`config.mk`:
```
export PLATFORM = sky130hd
export DESIGN_NAME = truth_table_sweeper
export DESIGN_NICKNAME = d
export VERILOG_FILES = /design/src/rtl/tt_sweep_pkg.sv /design/src/rtl/tt_capture_matrix.sv /design/src/rtl/truth_table_sweeper.sv
export SDC_FILE = /design/constraint.sdc
export NUM_CORES = 1
export LEC_CHECK = 0
export CAP_MARGIN = 40
export CORE_ASPECT_RATIO = 2
export CORE_MARGIN = 1.5
export CORE_UTILIZATION = 25
export CTS_BUF_LIST = sky130_fd_sc_hd__clkbuf_8
export DETAILED_ROUTE_END_ITERATION = 7
export DONT_BUFFER_PORTS = 1
export PLACE_DENSITY = 0.47
export SLEW_MARGIN = 10
export SYNTH_ARGS = -nofsm -noshare
export SYNTH_HDL_FRONTEND = slang
export SYNTH_SLANG_ARGS = --single-unit
```
`constraint.sdc`:
```
create_clock -name clk -period 2.2 [get_ports clk]
set_clock_uncertainty 0.15 [all_clocks]
set_input_delay 0.11 -clock clk [delete_from_list [all_inputs] [get_ports clk]]
set_output_delay 0.11 -clock clk [all_outputs]
set_load 0.02 [all_outputs]
```
`src/rtl/tt_sweep_pkg.sv`:
```
// Shared types and defaults for the truth-table sweeper.
package tt_sweep_pkg;
  localparam int N_IN_DEF   = 3;
  localparam int N_OUT_DEF  = 8;
  localparam int SETTLE_DEF = 1;
  localparam int N_VEC      = 2 ** N_IN_DEF;
  localparam int IDX_W      = $clog2(N_OUT_DEF);

  typedef enum logic [1:0] {
    IDLE  = 2'd0,
    SWEEP = 2'd1,
    EMIT  = 2'd2,
    DONE  = 2'd3
  } state_t;

  // Width helper that never returns 0, so single-entry ranges stay legal.
  function automatic int clog2_min1(input int n);
    return (n <= 1) ? 1 : $clog2(n);
  endfunction
endpackage

```
`src/rtl/tt_capture_matrix.sv`:
```
// N_OUT x NV capture array: one write port per sampled vector, a column read mux
// and all-zero / all-one reducers looking at the matrix including the pending write.
module tt_capture_matrix
  import tt_sweep_pkg::*;
#(
  parameter int N_OUT = N_OUT_DEF,
  parameter int VEC_W = N_IN_DEF,
  parameter int NV    = N_VEC,
  parameter int IW    = IDX_W
) (
  input  logic             clk,
  input  logic             rst_n,
  input  logic             wr_en,
  input  logic [VEC_W-1:0] wr_vec,
  input  logic [N_OUT-1:0] wr_data,
  input  logic [IW-1:0]    rd_idx,
  output logic [NV-1:0]    rd_data,
  output logic [N_OUT-1:0] all0,
  output logic [N_OUT-1:0] all1
);
  logic [N_OUT-1:0][NV-1:0] mat;
  logic [N_OUT-1:0][NV-1:0] mat_nx;

  always_comb begin
    mat_nx = mat;
    if (wr_en) begin
      for (int k = 0; k < N_OUT; k++) mat_nx[k][wr_vec] = wr_data[k];
    end
  end

  always_ff @(posedge clk or negedge rst_n) begin
    if (!rst_n)     mat <= '0;
    else if (wr_en) mat <= mat_nx;
  end

  // Reducers see the write in flight so the final sample lands in the masks.
  for (genvar k = 0; k < N_OUT; k++) begin : g_red
    assign all0[k] = ~|mat_nx[k];
    assign all1[k] = &mat_nx[k];
  end

  if (N_OUT == 2 ** IW) begin : g_rd_full
    assign rd_data = mat[rd_idx];
  end else begin : g_rd_guard
    assign rd_data = (int'(rd_idx) < N_OUT) ? mat[rd_idx] : '0;
  end
endmodule

```
`src/rtl/truth_table_sweeper.sv`:
```
// Drives every input vector onto a combinational DUT, captures its outputs and
// streams one truth-table column per output with constant-0/1 flags.
module truth_table_sweeper
  import tt_sweep_pkg::*;
#(
  parameter int  N_IN          = N_IN_DEF,
  parameter int  N_OUT         = N_OUT_DEF,
  parameter int  SETTLE_CYCLES = SETTLE_DEF,
  localparam int NV            = 2 ** N_IN,
  localparam int IW            = clog2_min1(N_OUT)
) (
  input  logic             clk,
  input  logic             rst_n,
  input  logic             start,
  output logic             busy,
  output logic             done,
  output logic [N_IN-1:0]  dut_x,
  input  logic [N_OUT-1:0] dut_f,
  output logic             tt_valid,
  input  logic             tt_ready,
  output logic [IW-1:0]    tt_index,
  output logic [NV-1:0]    tt_data,
  output logic [N_OUT-1:0] const0_mask,
  output logic [N_OUT-1:0] const1_mask
);
  localparam int SW = clog2_min1(SETTLE_CYCLES + 1);

  localparam logic [1:0]    ST_IDLE  = IDLE;
  localparam logic [1:0]    ST_SWEEP = SWEEP;
  localparam logic [1:0]    ST_EMIT  = EMIT;
  localparam logic [1:0]    ST_DONE  = DONE;
  localparam logic [SW-1:0] SET_MAX  = SW'(SETTLE_CYCLES);
  localparam logic [N_IN:0] VEC_LAST = (N_IN + 1)'(NV - 1);
  localparam logic [IW-1:0] IDX_LAST = IW'(N_OUT - 1);

  logic [1:0]       state;
  logic [N_IN:0]    vec;
  logic [SW-1:0]    settle;
  logic             sample;
  logic [N_OUT-1:0] all0;
  logic [N_OUT-1:0] all1;
  logic [NV-1:0]    col;

  assign sample = (state == ST_SWEEP) && (settle == SET_MAX);
  assign busy   = (state != ST_IDLE);
  assign done   = (state == ST_DONE);
  assign dut_x  = vec[N_IN-1:0];
  assign tt_data = tt_valid ? col : '0;

  tt_capture_matrix #(
    .N_OUT(N_OUT),
    .VEC_W(N_IN),
    .NV   (NV),
    .IW   (IW)
  ) u_mat (
    .clk    (clk),
    .rst_n  (rst_n),
    .wr_en  (sample),
    .wr_vec (vec[N_IN-1:0]),
    .wr_data(dut_f),
    .rd_idx (tt_index),
    .rd_data(col),
    .all0   (all0),
    .all1   (all1)
  );

  always_ff @(posedge clk or negedge rst_n) begin
    if (!rst_n) begin
      state       <= ST_IDLE;
      vec         <= '0;
      settle      <= '0;
      tt_valid    <= 1'b0;
      tt_index    <= '0;
      const0_mask <= '0;
      const1_mask <= '0;
    end else begin
      case (state)
        ST_IDLE: begin
          if (start) begin
            state  <= ST_SWEEP;
            vec    <= '0;
            settle <= '0;
          end
        end
        ST_SWEEP: begin
          if (sample) begin
            settle <= '0;
            if (vec == VEC_LAST) begin
              // The extra counter bit is never needed: dut_x returns to 0 here.
              vec         <= '0;
              state       <= ST_EMIT;
              tt_valid    <= 1'b1;
              tt_index    <= '0;
              const0_mask <= all0;
              const1_mask <= all1;
            end else begin
              vec <= vec + 1'b1;
            end
          end else begin
            settle <= settle + 1'b1;
          end
        end
        ST_EMIT: begin
          if (tt_ready) begin
            if (tt_index == IDX_LAST) begin
              state    <= ST_DONE;
              tt_valid <= 1'b0;
              tt_index <= '0;
            end else begin
              tt_index <= tt_index + 1'b1;
            end
          end
        end
        default: state <= ST_IDLE;
      endcase
    end
  end
endmodule

```
==> metrics.txt, run 1 <==
die area=roughly 22000 um2; crit-path cells=inv_2 -> ha_4 -> buf_6 -> and4_4 -> nor2b_4 -> buf_6 -> mux2_4 -> nand4bb_1 -> o31ai_1; initial core utilization=between 20% and 30%; Gate power share=45.2%; Antenna Nets Post-Route=0; Root Driver=clkbuf_8; Area growth syn-to-layout=25.22%; Slew Viols, Final=0; Mapped Area=5378 um2; WP data required=2.36 ns; Tmin final=2.166 ns; initial antenna violation count=1; Vias/cell=5.279; Seq pwr share=40.8%; final-layout fill cell count=about 2300; # placed instances=around 860; P_sw=3.055 mW; Main synth FF type=dfrtp_1; clk_lat worst skew=0.40 ns; Yosys top cell by area=dfrtp_1; FF-to-FF setup slack=~0.034 ns; I/O Pins=45; Critical Path Most Common Cell=buf_6; type of the tightest min-delay check=input port to async pin; Synth area leaders=dfrtp_1, nand2_1, mux4_2; startpoint types=register; H-Tree Depth=3; status=finished, violations left; Remaining DRCs=0; CTS Hold Bufs=10; RSZ-0062 raised after global routing=yes; Fin. Hold Viols=91; post-synthesis sequential area ratio=42.35%; max incr delay on CP=0.40 ns; Routed WL=19350 um; CTS buffer count=9; Max Freq=0.4617 GHz; FF-to-FF End=const0_mask[1]; Max VDD drop=0.0003331 V; first-pass GRT wire length=about 30000 um; sw frac=42.94%; total core area=21020 um2; post-place setup slack=-0.2571 ns; Final Wtd Congestion=just over 0.9; Crit-path slowest cell=dfrtp_1; DRT Pass-1 Iters=4; Die Height=210.4 um; via count=4746; Net Count, Synth=between 500 and 600; Synth top area share=42.35%; port buffer count=0; Power Dens Cells=1056 nW/um2; # clock sinks=91; CP arrival=2.33 ns; Clock power frac=14.0%; failing checks=hold timing; endpoint class of the critical path=register; DP HPWL=14630 um; Finished Cell Area=~6700 um2; GR Util All Layers=between 10% and 20%; GR Overflow Total=0; floorplan die width=between 100 and 150 um; vias in the first global route=4997; CTS max path bufs=2; Power Internal=approximately 4 mW; post-route insts no fill=899; Synth warnings=0; Synth Area per Inst=9.569 um2; Total Nets Final=646; largest net degree at the start of global routing=92; Slew HR=60.24%; final core utilization=approximately 32%; WL/cell=21.52 um; max-cap viol count=0; FFs w/ async S/R, synth=100.0%; final worst setup slack=0.03420 ns; CTS clk-pin slew, worst paths=around 0.09 ns; First DRT Iteration DRCs=256; worst-path fanout max=5; Synth Register Bits=91; setup violators final=0; Synth Instances=562; placed inst area=6088 um2; leak pwr=2.812 nW; Reg2Reg Depth=9; worst hold slack=-0.7424 ns; EDFF count, synth=0; Rows=75; CP Class=register to register; Worst Max-Slew Pin Slew=0.5944 ns; Synth cell types=57; fraction of layout cells with a size suffix above 1=29.73%; Reg-to-Reg Start=state[1]; CTS tree=done; Final period util=98.45%
[registers in the layout, indices dropped and copies added, names as in the netlist]
name         flops
const0_mask      8
const1_mask      8
settle           1
state            2
tt_index         3
tt_valid         1
u_mat.mat       64
vec              4
[how the worst max path moves through the flow]
stage                        start              to  slack, ns  cells past startpoint
after floorplan           state[1]  const0_mask[1]      0.007                      9
after global placement    state[1]  const0_mask[0]      -0.24                      7
after detailed placement  state[1]  const0_mask[0]      -0.26                      7
after CTS                 state[1]  const0_mask[1]     0.0009                      8
after global routing      state[1]  const0_mask[1]      -0.05                      9
final                     state[1]  const0_mask[1]       0.03                      9
[layout make-up]
| class | instances | area, um2 | share of cell area [%] |
|---|---|---|---|
| clock buffers | 9 | 123.9 | 1.839 |
| well taps | 269 | 336.6 | 4.998 |
| multi-input cells | 421 | 3058 | 45.41 |
| diodes | 1 | 2.502 | 0.03716 |
| inverters | 11 | 45.04 | 0.6689 |
| clock inverters | 5 | 18.77 | 0.2787 |
| flip-flops and latches | 91 | 2282 | 33.89 |
| repair buffers | 92 | 867.1 | 12.88 |
[cell usage in the layout (no fill, tap or decap), types with 7 or more instances in the layout]
| cell type | instances |
|---|---|
| nor2_1 | 21 |
| mux4_2 | 16 |
| buf_12 | 9 |
| a21oi_1 | 18 |
| buf_4 | 67 |
| nand2_2 | 8 |
| mux2_2 | 28 |
| mux2i_1 | 19 |
| clkbuf_8 | 9 |
| dfrtp_1 | 87 |
| o21ai_0 | 37 |
| nand2_1 | 135 |
| nand4_1 | 8 |
| a21boi_2 | 7 |
| dlygate4sd3_1 | 10 |
| inv_1 | 14 |
| nand3_1 | 11 |
[cells in the mapped netlist (3+ instances only)]
cell type and n:
a21boi_0 8, nor4_1 6, nand2_1 142, nand2b_1 7, buf_4 8, mux4_2 16
a21oi_1 18, nand3_1 11, and2_1 3, mux2i_1 19, nor2b_1 3, inv_1 10
a21o_1 6, dfrtp_1 91, a31oi_1 3, buf_2 7, mux2_2 28, nor2_1 22
a22o_1 4, o22ai_1 4, buf_6 3, a2bb2oi_1 6, o21ai_0 41, ha_1 8
a32oi_1 7, a211oi_1 5, o221ai_1 6, clkbuf_1 19, a2111oi_0 7, o21ai_1 3
nand4_1 8
[per-stage QoR]
stage | TNS (ns) | hold slack [ns] | power, mW
3_5_place_dp | -1.157 | -0.3327 | 5.719
3_3_place_gp | -1.164 | -0.3324 | 5.678
5_1_grt | -0.1136 | -0.7693 | 7.540
4_1_cts | 0 | -0.7789 | 6.929
6_report | 0 | -0.7424 | 7.113
2_1_floorplan | 0 | -0.3356 | 4.492
[timing repair]
| item | in CTS | in global routing |
|---|---|---|
| setup endpoints to repair | 18 | 26 |
| pin swaps | 4 | 17 |
| endpoints found under the hold margin | 178 | 91 |
| buffers inserted | 4 | 10 |
| resized for setup | 29 | 41 |
| cloned | 1 | 0 |
[per-layer routing]
metal | part of all wire (%) | GRT usage [%]
met1 | 32 | 16.80
met3 | 3.7 | 3.309
met2 | 59 | 35.28
met5 | 0 | 0
met4 | 4.9 | 11.26
[worst max-delay path: cells and delay by family (launching register included)]
kind                       cells  cell delay [ns]
adders and majority gates      1             0.16
AOI/OAI and AO/OA              1             0.20
buffers and inverters          3             0.32
muxes                          1             0.29
and+or+nand+nor                3             0.56
DFF                            1             0.40
[kinds of logic (layout without fill, tap and decap cells)]
group | Yosys count | count (layout) | synth area share, %
other | 0 | 1 | 0
buffers and inverters | 50 | 117 | 4.630
AO/OA/AOI/OAI | 127 | 127 | 15.84
AND/OR/NAND/NOR | 221 | 221 | 18.78
multiplexers | 64 | 64 | 16.38
XOR/XNOR | 1 | 1 | 0.1629
flip-flops | 91 | 91 | 42.35
adder cells (fa/ha/maj) | 8 | 8 | 1.861
[power groups by stage]
stage	combinational, mW	sequential, mW	clock [mW]
CTS	3.05	2.84	1.03
global placement	2.83	2.84	0
detailed placement	2.86	2.86	0
finish	3.22	2.90	0.998
floorplan	1.93	2.56	0
global route	3.49	2.95	1.10
Power figures use the tool's default switching activity.
==> run 2, diff against run 1 <==
ABC_AREA = 1   (was unset)
MAX_ROUTING_LAYER = met4   (was unset)
REMOVE_ABC_BUFFERS = 1   (was unset)
==> run 2 against run 1 <==
The run still ends with hold timing left. Sequential share of layout area increased by 0.99 points. Clock power increased by 36%. Combinational power about the same. First-iteration DRC count decreased by 2.7%. Synthesized area up 1.5%. Flip-flop and latch count stayed put. Die area is 1.4% higher. Critical path depth is 2 lower. Total power rose by 1.9%. Global-route usage increased by 0.43 points. Worst hold slack worse by 0.015 ns. Clock-buffer cell count is 1 higher. Critical path type is now register to primary output. Highest routed layer unchanged.
==> metrics.txt, run 2 <==
setup violators final=0 (unchanged); Max VDD drop=0.0005289 V (+59%); CP arrival=1.90 ns (-0.43 ns); GR Util All Layers=18.57% (+0.43 points); mux cell area share after synthesis=0% (-16 points); compound-cell area share of the yosys netlist=11.81% (-4.0 points); I/O Pins=45 (unchanged); Area growth syn-to-layout=19.70%; Vias/cell=4.604 (-13%); largest net degree at the start of global routing=92 (unchanged); port buffer count=0 (unchanged); vias in the first global route=5432 (+8.7%); DRT Pass-1 Iters=4 (unchanged); worst-path fanout max=25 (+20); Antenna Nets Post-Route=0 (unchanged); # clock sinks=91 (unchanged); Slew HR=66.35% (+6.1 points); worst hold slack=-0.7572 ns (-0.01479 ns); status=finished, violations left; post-place setup slack=0.007005 ns (+0.2641 ns); final-layout fill cell count=2445 (+7.9%); largest register by flop count=u_mat.mat; Yosys top cell by area=dfrtp_1; clk_lat worst skew=0.41 ns (about the same); GR Overflow Total=0 (unchanged); Root Driver=clkbuf_8; Rows=76 (+1.3%); CTS clk-pin slew, worst paths=0.10 ns (about the same); leak pwr=3.456 nW (+23%); count leader, synth=nand2_1; Synth cell types=29 (-49%); most frequent cells in the layout=nand2_1, dfrtp_1, inv_1; largest family of logic cells by synthesized area=simple AND/OR/NAND/NOR gates; placed inst area=6011 um2 (-1.3%); Adder-Cell Fraction of Synth Area=1.834% (-0.027 points); most common cell after layout, fill and taps aside=nand2_1; max-cap viol count=0 (unchanged); failing checks=hold timing; H-Tree Depth=3 (unchanged); Finished Cell Area=6531 um2 (-3.0%); Total Nets Final=861 (+33%); Power Dens Cells=1110 nW/um2 (+5.1%); biggest regs=u_mat.mat x64, const0_mask x8, const1_mask x8; Final Wtd Congestion=0.8789 (-5.2%); Reg2Reg Depth=8 (-1); Crit. Startpoint=tt_index[0]; Synth Instances=801 (+43%); FF-to-FF End=const0_mask[3]; EDFF count, synth=0 (unchanged); Die Height=211.9 um (+0.72%); total power=7.250 mW (+1.9%); Reg-to-Reg Start=vec[2]; FFs w/ async S/R, synth=100.0% (unchanged); Slew Viols, Final=0 (unchanged); WP data required=1.94 ns (-0.42 ns); Synth warnings=0 (unchanged); floorplan die width=107.5 um (+0.71%); CTS buffer count=9 (unchanged); Mapped Area=5456 um2 (+1.5%); simple-gate share of the synthesized area=34.35% (+16 points); FF-to-FF setup slack=0.14 ns (+0.11 ns); CP Class=register to primary output; Synth Register Bits=91 (unchanged); First DRT Iteration DRCs=249 (-2.7%); Remaining DRCs=0 (unchanged); initial core utilization=25.39% (-0.19 points); Fin. Hold Viols=91 (unchanged); Worst Max-Slew Pin Slew=0.4995 ns (-0.09486 ns); type of the tightest min-delay check=input port to async pin; total core area=21490 um2 (+2.2%); Post-Synth XOR/XNOR Area=0% (-0.16 points); startpoint types=register; Synth top area share=41.73% (-0.61 points); antenna cells=0 (-1); RSZ-0062 raised after global routing=yes; fraction of layout cells with a size suffix above 1=13.00% (-17 points); first-pass GRT wire length=30050 um (+0.30%); post-synthesis sequential area ratio=41.73% (-0.61 points); Synth Area per Inst=6.812 um2 (-29%); Routed WL=19630 um (+1.5%); Synth top cells by count=nand2_1, dfrtp_1, inv_1; Main synth FF type=dfrtp_1; Tmin final=2.163 ns (-0.002463 ns); Worst Setup EP=tt_data[1]; CTS tree=done; Largest register FFs=64 (unchanged); via count=5152 (+8.6%); Final period util=98.33% (-0.11 points); WL/cell=17.54 um (-18%); die area=22780 um2 (+1.4%); Max Freq=0.4622 GHz (+0.11%); endpoint class of the critical path=primary output; CTS max path bufs=2 (unchanged); final core utilization=30.39% (-1.6 points); Synth area leaders=dfrtp_1, nand2_1, nand3_1; final worst setup slack=0.03666 ns (+0.002463 ns); initial antenna violation count=0 (-1); DP HPWL=14540 um (-0.61%); CTS Hold Bufs=9 (-1)
-- run 2: cell count changes after synthesis, sizes merged, moves of 19 or more --
| cell | before | now |
|---|---|---|
| nand2 | 144 | 300 |
| inv | 10 | 94 |
| nand3 | 12 | 81 |
| nor2 | 24 | 63 |
| o21ai | 44 | 83 |
| mux2 | 29 | 0 |
| mux2i | 19 | 0 |
-- run 2: worst max-delay path, stage by stage, from the launching register on --
cell	delay, ns
dfrtp_2	0.47
inv_2	0.12
buf_12	0.18
a21oi_1	0.09
o21ai_1	0.10
nand3_2	0.15
and3_1	0.22
buf_4	0.15
-- run 2: metrics by stage --
| stage | instances | TNS (ns) |
|---|---|---|
| 3_5_place_dp | 1085 | 0 |
| 2_1_floorplan | 766 | -5.765 |
| 4_1_cts | 1113 | -0.08718 |
| 5_1_grt | 1119 | -0.1290 |
| 3_3_place_gp | 1085 | 0 |
| 6_report | 1119 | 0 |
-- run 2: how the worst min path moves through the flow --
stage                     start             end  slack, ns  depth (start not counted)
after global placement    rst_n  const1_mask[7]      -0.33                          0
after global routing      rst_n  const1_mask[7]      -0.78                          0
final                     rst_n   u_mat.mat[61]      -0.76                          0
after floorplan           rst_n  const0_mask[0]      -0.34                          0
after detailed placement  rst_n  const1_mask[7]      -0.33                          0
after CTS                 rst_n   u_mat.mat[61]      -0.79                          0
-- run 2: timing repair --
action / in CTS / in global routing
buffers inserted: 3 / 5
setup endpoints to repair: 10 / 27
pin swaps: 0 / 4
endpoints found under the hold margin: 172 / 91
resized for setup: 11 / 33
gates cloned: 0 / 1
-- run 2: cell families (layout without fill, tap and decap cells) --
| logic type | count (synthesis) | after routing |
|---|---|---|
| AO/OA/AOI/OAI | 123 | 123 |
| flip-flops | 91 | 91 |
| buffers and inverters | 129 | 174 |
| AND/OR/NAND/NOR | 450 | 450 |
| adder cells (fa/ha/maj) | 8 | 8 |
-- run 2: metal layers --
metal | vias up | global-route usage, % | wire [um]
met3 | 56 | 3.417 | 713
met2 | 113 | 33.27 | 10630
li1 | 2600 | - | -
met4 | 0 | 11.80 | 1238
met5 | - | - | 0
met1 | 2383 | 18.02 | 7047
-- run 2: layout make-up --
type / count / area [um2] / area share (%)
Clock buffer: 10 / 137.6 / 2.107
Clock inverter: 6 / 88.84 / 1.360
Inverter: 94 / 356.6 / 5.460
Multi-Input combinational cell: 581 / 2701 / 41.36
Sequential cell: 91 / 2278 / 34.89
Tap cell: 273 / 341.6 / 5.230
Timing Repair Buffer: 64 / 626.9 / 9.598
-- run 2: power breakdown --
part	internal (mW)	leakage [nW]	switching, mW
Clock	0.670	0.108	0.686
Combinational	1.17	2.39	2.08
Sequential	2.17	0.956	0.478
